===== src/rtl/ev3a_gen_sched.sv =====
`default_nettype none
// ============================================================================
// Module   : ev3a_gen_sched
// Purpose  : Generation scheduler for the EV3a evolutionary datapath. Counts
//            the initial population into RAM, then walks every child through
//            selection, optional crossover, mutation, evaluation and
//            replacement for NUM_GENERATIONS generations, finishing with a
//            one-cycle out_valid pulse.
// Revision : 1.0 - initial release
// ============================================================================
module ev3a_gen_sched #(
    parameter int          POP_SIZE        = 40,
    parameter int          NUM_GENERATIONS = 50,
    parameter logic [7:0]  CROSSFRACTION   = 8'd204,
    parameter int          IDX_W           = 6,
    parameter int          GEN_W           = 8
) (
    input  logic             clk,
    input  logic             rst,
    input  logic             in_valid_ind,
    input  logic [7:0]       rand8,
    input  logic             sel_done,
    input  logic             cross_done,
    input  logic             mut_done,
    input  logic             eval_done,
    input  logic             repl_done,
    output logic             load_we,
    output logic [IDX_W-1:0] load_addr,
    output logic             sel_start,
    output logic             cross_start,
    output logic             mut_start,
    output logic             eval_start,
    output logic             repl_start,
    output logic [IDX_W-1:0] ind_idx,
    output logic [GEN_W-1:0] gen_cnt,
    output logic             busy,
    output logic             out_valid
);

    localparam logic [IDX_W-1:0] C_LAST_IDX = IDX_W'(POP_SIZE - 1);
    localparam logic [GEN_W-1:0] C_GEN_END  = GEN_W'(NUM_GENERATIONS);

    typedef enum logic [3:0] {
        S_IDLE  = 4'd0,
        S_LOAD  = 4'd1,
        S_SEL   = 4'd2,
        S_CROSS = 4'd3,
        S_MUT   = 4'd4,
        S_EVAL  = 4'd5,
        S_REPL  = 4'd6,
        S_NEXT  = 4'd7,
        S_DONE  = 4'd8
    } state_t;

    state_t           state_q;
    logic [IDX_W-1:0] load_cnt_q;
    logic [IDX_W-1:0] ind_idx_q;
    logic [GEN_W-1:0] gen_cnt_q;
    logic             sel_start_q;
    logic             cross_start_q;
    logic             mut_start_q;
    logic             eval_start_q;
    logic             repl_start_q;
    logic             busy_q;
    logic             out_valid_q;
    logic [GEN_W-1:0] gen_inc_d;

    // The first strobe in IDLE is itself write 0, so the write enable is
    // live in IDLE as well as LOAD; the count sits at 0 outside LOAD.
    assign load_we   = in_valid_ind && ((state_q == S_IDLE) || (state_q == S_LOAD));
    assign load_addr = load_cnt_q;
    assign gen_inc_d = gen_cnt_q + GEN_W'(1);

    // Scheduler FSM: every start pulse defaults low and is raised only on
    // entry to its phase, so each is exactly one cycle wide. A done is
    // honoured only once the own start pulse has dropped.
    always_ff @(posedge clk or posedge rst) begin
        if (rst) begin
            state_q       <= S_IDLE;
            load_cnt_q    <= '0;
            ind_idx_q     <= '0;
            gen_cnt_q     <= '0;
            sel_start_q   <= 1'b0;
            cross_start_q <= 1'b0;
            mut_start_q   <= 1'b0;
            eval_start_q  <= 1'b0;
            repl_start_q  <= 1'b0;
            busy_q        <= 1'b0;
            out_valid_q   <= 1'b0;
        end else begin
            sel_start_q   <= 1'b0;
            cross_start_q <= 1'b0;
            mut_start_q   <= 1'b0;
            eval_start_q  <= 1'b0;
            repl_start_q  <= 1'b0;
            out_valid_q   <= 1'b0;
            case (state_q)
                S_IDLE: begin
                    if (in_valid_ind) begin
                        state_q    <= S_LOAD;
                        busy_q     <= 1'b1;
                        load_cnt_q <= IDX_W'(1);
                        ind_idx_q  <= '0;
                        gen_cnt_q  <= '0;
                    end
                end
                S_LOAD: begin
                    if (in_valid_ind) begin
                        if (load_cnt_q == C_LAST_IDX) begin
                            load_cnt_q  <= '0;
                            state_q     <= S_SEL;
                            sel_start_q <= 1'b1;
                        end else begin
                            load_cnt_q <= load_cnt_q + IDX_W'(1);
                        end
                    end
                end
                S_SEL: begin
                    if (!sel_start_q && sel_done) begin
                        if (rand8 < CROSSFRACTION) begin
                            state_q       <= S_CROSS;
                            cross_start_q <= 1'b1;
                        end else begin
                            state_q     <= S_MUT;
                            mut_start_q <= 1'b1;
                        end
                    end
                end
                S_CROSS: begin
                    if (!cross_start_q && cross_done) begin
                        state_q     <= S_MUT;
                        mut_start_q <= 1'b1;
                    end
                end
                S_MUT: begin
                    if (!mut_start_q && mut_done) begin
                        state_q      <= S_EVAL;
                        eval_start_q <= 1'b1;
                    end
                end
                S_EVAL: begin
                    if (!eval_start_q && eval_done) begin
                        state_q      <= S_REPL;
                        repl_start_q <= 1'b1;
                    end
                end
                S_REPL: begin
                    if (!repl_start_q && repl_done) begin
                        state_q <= S_NEXT;
                    end
                end
                S_NEXT: begin
                    if (ind_idx_q < C_LAST_IDX) begin
                        ind_idx_q   <= ind_idx_q + IDX_W'(1);
                        state_q     <= S_SEL;
                        sel_start_q <= 1'b1;
                    end else begin
                        ind_idx_q <= '0;
                        gen_cnt_q <= gen_inc_d;
                        if (gen_inc_d == C_GEN_END) begin
                            state_q     <= S_DONE;
                            out_valid_q <= 1'b1;
                        end else begin
                            state_q     <= S_SEL;
                            sel_start_q <= 1'b1;
                        end
                    end
                end
                S_DONE: begin
                    state_q <= S_IDLE;
                    busy_q  <= 1'b0;
                end
                default: begin
                    state_q <= S_IDLE;
                    busy_q  <= 1'b0;
                end
            endcase
        end
    end

    assign sel_start   = sel_start_q;
    assign cross_start = cross_start_q;
    assign mut_start   = mut_start_q;
    assign eval_start  = eval_start_q;
    assign repl_start  = repl_start_q;
    assign ind_idx     = ind_idx_q;
    assign gen_cnt     = gen_cnt_q;
    assign busy        = busy_q;
    assign out_valid   = out_valid_q;

endmodule
`default_nettype wire

===== config.mk =====
export PLATFORM = sky130hd
export DESIGN_NAME = ev3a_gen_sched
export DESIGN_NICKNAME = d
export VERILOG_FILES = /design/src/rtl/ev3a_gen_sched.sv
export SDC_FILE = /design/constraint.sdc
export NUM_CORES = 1
export LEC_CHECK = 0
export CAP_MARGIN = 20
export CORE_MARGIN = 1
export CORE_UTILIZATION = 40
export CTS_BUF_LIST = sky130_fd_sc_hd__clkbuf_8
export DETAILED_ROUTE_END_ITERATION = 7
export HOLD_SLACK_MARGIN = 0.1
export PLACE_DENSITY = 0.67
export SLEW_MARGIN = 25
export SYNTH_ARGS = -nofsm -noshare
export SYNTH_HDL_FRONTEND = slang
export SYNTH_SLANG_ARGS = --single-unit

===== constraint.sdc =====
create_clock -name clk -period 4.3 [get_ports clk]
set_clock_uncertainty 0.2 [all_clocks]
set_input_delay 0.86 -clock clk [delete_from_list [all_inputs] [get_ports clk]]
set_output_delay 0.86 -clock clk [all_outputs]
set_load 0.02 [all_outputs]

Word level (Yosys, flattened, before mapping)
Cells that the tools add are included.
{ "classes": {"eq_ne": 18, "n_mux": 43, "addsub": 3, "n_reduce_logical": 21, "n_bitwise": 1, "magnitude_cmp": 2} }
{ "op_table": {"columns": ["operator", "count"], "rows": [
  ["two-way mux 4 bit", 10],
  ["case mux 4 bit (8 select lines)", 1],
  ["two-way mux 6 bit", 5],
  ["case mux 6 bit (2 select lines)", 2],
  ["two-way mux 1 bit", 18],
  ["== test 4 x 3 -> 1 bit (second input constant)", 4],
  ["two-way mux 8 bit", 2],
  ["inequality test 2 bit (second input constant)", 8],
  ["case mux 8 bit (2 select lines)", 1],
  ["adder 6 x 1 -> 6 bit (second input constant)", 2],
  ["adder 8 x 1 -> 8 bit (second input constant)", 1],
  ["== test 4 x 2 -> 1 bit (second input constant)", 2],
  ["== test 8 x 6 -> 1 bit (second input constant)", 1],
  ["less-than comparator 8 bit (second input constant)", 1],
  ["AND reduction 8 bit", 1],
  ["OR reduction 7 bit", 1],
  ["== test 6 bit (second input constant)", 1],
  ["logical AND 1 bit", 6],
  ["less-than comparator 6 bit (second input constant)", 1],
  ["case mux 1 bit (2 select lines)", 3],
  ["AND reduction 3 bit", 2],
  ["logical NOT 1 bit", 5],
  ["== test 4 x 1 -> 1 bit (second input constant)", 1],
  ["logical NOT 4 bit", 1],
  ["6 further kinds", 8]
]} }
{ "totals": {"ff_bits": 31, "input_bits": 16} }

Logic depth before layout (Yosys ltp)
{ "depth": {"depth_word": 5, "depth_mapped": 6, "mapped_depth_nobuf": 6} }

Worst setup path before layout
No wires, ideal clock.
{ "synth_timing": {"path_kind": "input port to output port", "from": "input in_valid_ind", "to": "output load_we", "stages": 3, "path_buffers": 1, "slack_ps": 1655, "t_arrival_ps": 1585, "required_time_ps": 3240, "path_cell_list": "or4b_1 -> buf_6 -> inv_2"} }
{ "synth_between": {"elab_chain_cells": 1} }
{ "synth_lines": {"columns": ["element", "line_no", "rtl"], "rows": [
  ["start: declaration", "20", "input logic in_valid_ind,"],
  ["logical AND 1 bit", "70", "assign load_we = in_valid_ind && ((state_q == S_IDLE) || (state_q == S_LOAD));"],
  ["end: declaration", "27", "output logic load_we,"]
]} }
No other way between the ends.

Worst setup path in the final report
Ends and elaborated chain as after synthesis.

==> results.cfg <==
[status]
outcome = finished clean

[clock_tree]
cts_setup_buffers = 0
cts_hold_buffers = 0
htree_levels = 2
cts_resized = 0
cts_root_buf = clkbuf_8
cts.reportedPaths.clkPinSlew_ns = 0.06
clk_latency_ns = 0.29
cts_sinks = 31
clockBufferDepth = 2
cts_buffers = 5
cts_tree = done

[setup_path]
start_kind = primary input
end_kind = output pin
reg2reg_depth = 3
reg2reg_from = state_q[0]
path_cells = clkdlybuf4s50_1, or4b_1, inv_2, clkdlybuf4s50_1
cp_slowest_cell = clkdlybuf4s50_1
cp.required_ns = 3.24
worstPathArrival_ns = 2.59
slowest_delay_ns = 0.61
critPathKind = in -> out
rrSetupSlack_ns = 2.14
cp_common_cell = clkdlybuf4s50_1
r2r_end = out_valid
path_max_fanout = 7

[synthesis]
syn_area_sq_um = 1750
synth_nets = 203
yosysTopAreaCell = dfrtp_1
ys_seq_area_share_pct = 44.3
synthArstFlopShare_pct = 100
yosys_register_bits = 31
synth_ff_type = dfrtp_1
syn_inst = 183
synth-edff-count = 0
synth.area.top_cells = dfrtp_1 44%, nand2_1 3.9%, o21ai_0 3.4%, o21ai_1 3.4%, nand3_1 3.1%
yosys.cell_types.count = 54
synth_top_area_share_pct = 44.3
syn_area_per_cell_sq_um = 9.57
yosysWarnings = 0

[die]
num_rows = 23
dieArea_sq_um = 4650
die_y_um = 68.2
die_x_um = 68.2
initial_core_util_pct = 42.6
core_area_sq_um = 4120
ios = 44

[route]
drt_wl_total_um = 3830
ant_nets = 0
route.detailed.drc = 0
drt-vias-per-instance = 5.51
dr.pass1.iters = 4
vias = 1532
wl_per_cell_um = 13.8
drtIter0Drc = 102

[global_route]
grt_use_total_pct = 18.5
grt_max_degree = 32
grt_overflow = 0
grt_pass1_vias = 1356
antenna_found_initial = 0
grt_first_pass_wirelength_um = 6210

[timing]
max_freq_mhz = 274
setup_violations = 0
hold_violations = 0
tightestPinTransition_ns = 0.571
finalSetupTns_ns = 0
timing.final.crit_share_pct = 84.9
layout_min_cycle_time_ns = 3.65
max-slew-margin-rel_pct = 61.9
rsz0062_at_grt = no
final_max_slew_viol_count = 0

[layout]
layout_common_cells = 41 x clkdlybuf4s50_1, 31 x dfrtp_1, 18 x nand2_1, 12 x o21ai_1, 12 x o21ai_0
final_core_util_pct = 55.9
final_common_cell = clkdlybuf4s50_1
finalNetCount = 247
drive_gt1_share_pct = 8.33
n_antenna_cell = 0
area_delta_synth_final_pct = 31.3

[power]
pwr-share-comb_pct = 40.0
p_leak_nw = 0.941
powerDensity_nw_per_um2 = 519
cell_internal_pwr_uw = 726
vdd_drop_max_uv = 288
switchingPower_uw = 468
pwr-share-clk_pct = 21.1
p_seq_share_pct = 38.9
switching_share_pct = 39.2

[place]
port_buffers = 41
place_hpwl_um = 2680
gp_congestion = 0.791

[min_path]
min-delay-start = eval_start
min_path_type = reg -> reg
hold_depth = 1
hold-path-endpoint = repl_start

[flow_run]
drv_cap = 0
## Yosys cell counts, types with 2 or more instances
cell       n
o21ai_0   12
ha_1       4
nor3_1     2
and3_1     2
a21oi_1    3
a31oi_1    2
a41oi_1    2
nand3_1   11
o21ai_1   12
o21a_1     3
inv_1      7
o31ai_1    5
mux2i_1    4
buf_2      2
dfrtp_1   31
a211o_1    2
nand2_1   18
nor2_1    11
nor4_1     5
nor2b_1    6
nand2b_1   5
buf_4      2
## worst max-delay path by stage
stage	from	to	slack (ns)	cells past startpoint
CTS	in_valid_ind	load_we	0.64	4
global placement	in_valid_ind	load_we	0.65	4
detailed placement	in_valid_ind	load_we	0.64	4
global route	in_valid_ind	load_we	0.60	4
finish	in_valid_ind	load_we	0.65	4
floorplan	in_valid_ind	load_we	1.66	3
## state kept, by name (all words and copies together), names as in the netlist, 4 cells and up
| name | cells |
|---|---|
| gen_cnt | 8 |
| ind_idx | 6 |
| load_addr | 6 |
| state_q | 4 |
## critical path: cells and delay by family
family                 cells  cell delay [ns]
AND/OR/NAND/NOR            1             0.48
buffers and inverters      3             1.25
## cell type report
cell class,instances,area (sq um)
Timing Repair Buffer,43,425
Clock inverter,1,3.75
Multi-Input combinational cell,138,906
Clock buffer,7,96.3
Sequential cell,31,776
Inverter,8,30.0
Fill cell,377,1820
Tap cell,50,62.6
## power groups by stage
stage               logic (mW)  registers, mW  clock network [mW]
global placement         0.474          0.468                   0
floorplan                0.312          0.474                   0
finish                   0.478          0.464               0.252
detailed placement       0.478          0.468                   0
global route             0.527          0.481               0.273
CTS                      0.481          0.464               0.261
## stage by stage
step | setup slack [ns] | power [mW] | cells | area (sq um) | hold WS [ns]
detailed placement | 0.642 | 0.946 | 270 | 2200 | 0.248
global placement | 0.653 | 0.942 | 270 | 2200 | 0.249
CTS | 0.638 | 1.21 | 278 | 2300 | 0.257
finish | 0.650 | 1.19 | 278 | 2300 | 0.254
floorplan | 1.66 | 0.785 | 183 | 1750 | 0.368
global route | 0.603 | 1.28 | 278 | 2300 | 0.276
## layer usage
| layer | GRT usage, % | up-vias | wire length, um |
|---|---|---|---|
| met5 | 0 | - | 0 |
| met4 | 7.55 | 0 | 63 |
| met3 | 6.83 | 6 | 178 |
| met2 | 29.0 | 30 | 1820 |
| met1 | 22.9 | 733 | 1770 |
| li1 | - | 763 | - |
## logic make-up (layout without fill, tap and decap cells)
| group | after synthesis | after routing | share of synthesized area, % |
|---|---|---|---|
| AOI/OAI and AO/OA | 54 | 54 | 21.5 |
| DFF | 31 | 31 | 44.3 |
| and+or+nand+nor | 75 | 75 | 24.6 |
| adders and majority gates | 4 | 4 | 2.86 |
| muxes | 4 | 4 | 2.29 |
| xor gates and xnor gates | 1 | 1 | 0.500 |
| buffers and inverters | 14 | 59 | 4.00 |
Note: power is estimated with default switching activity, not from simulation.
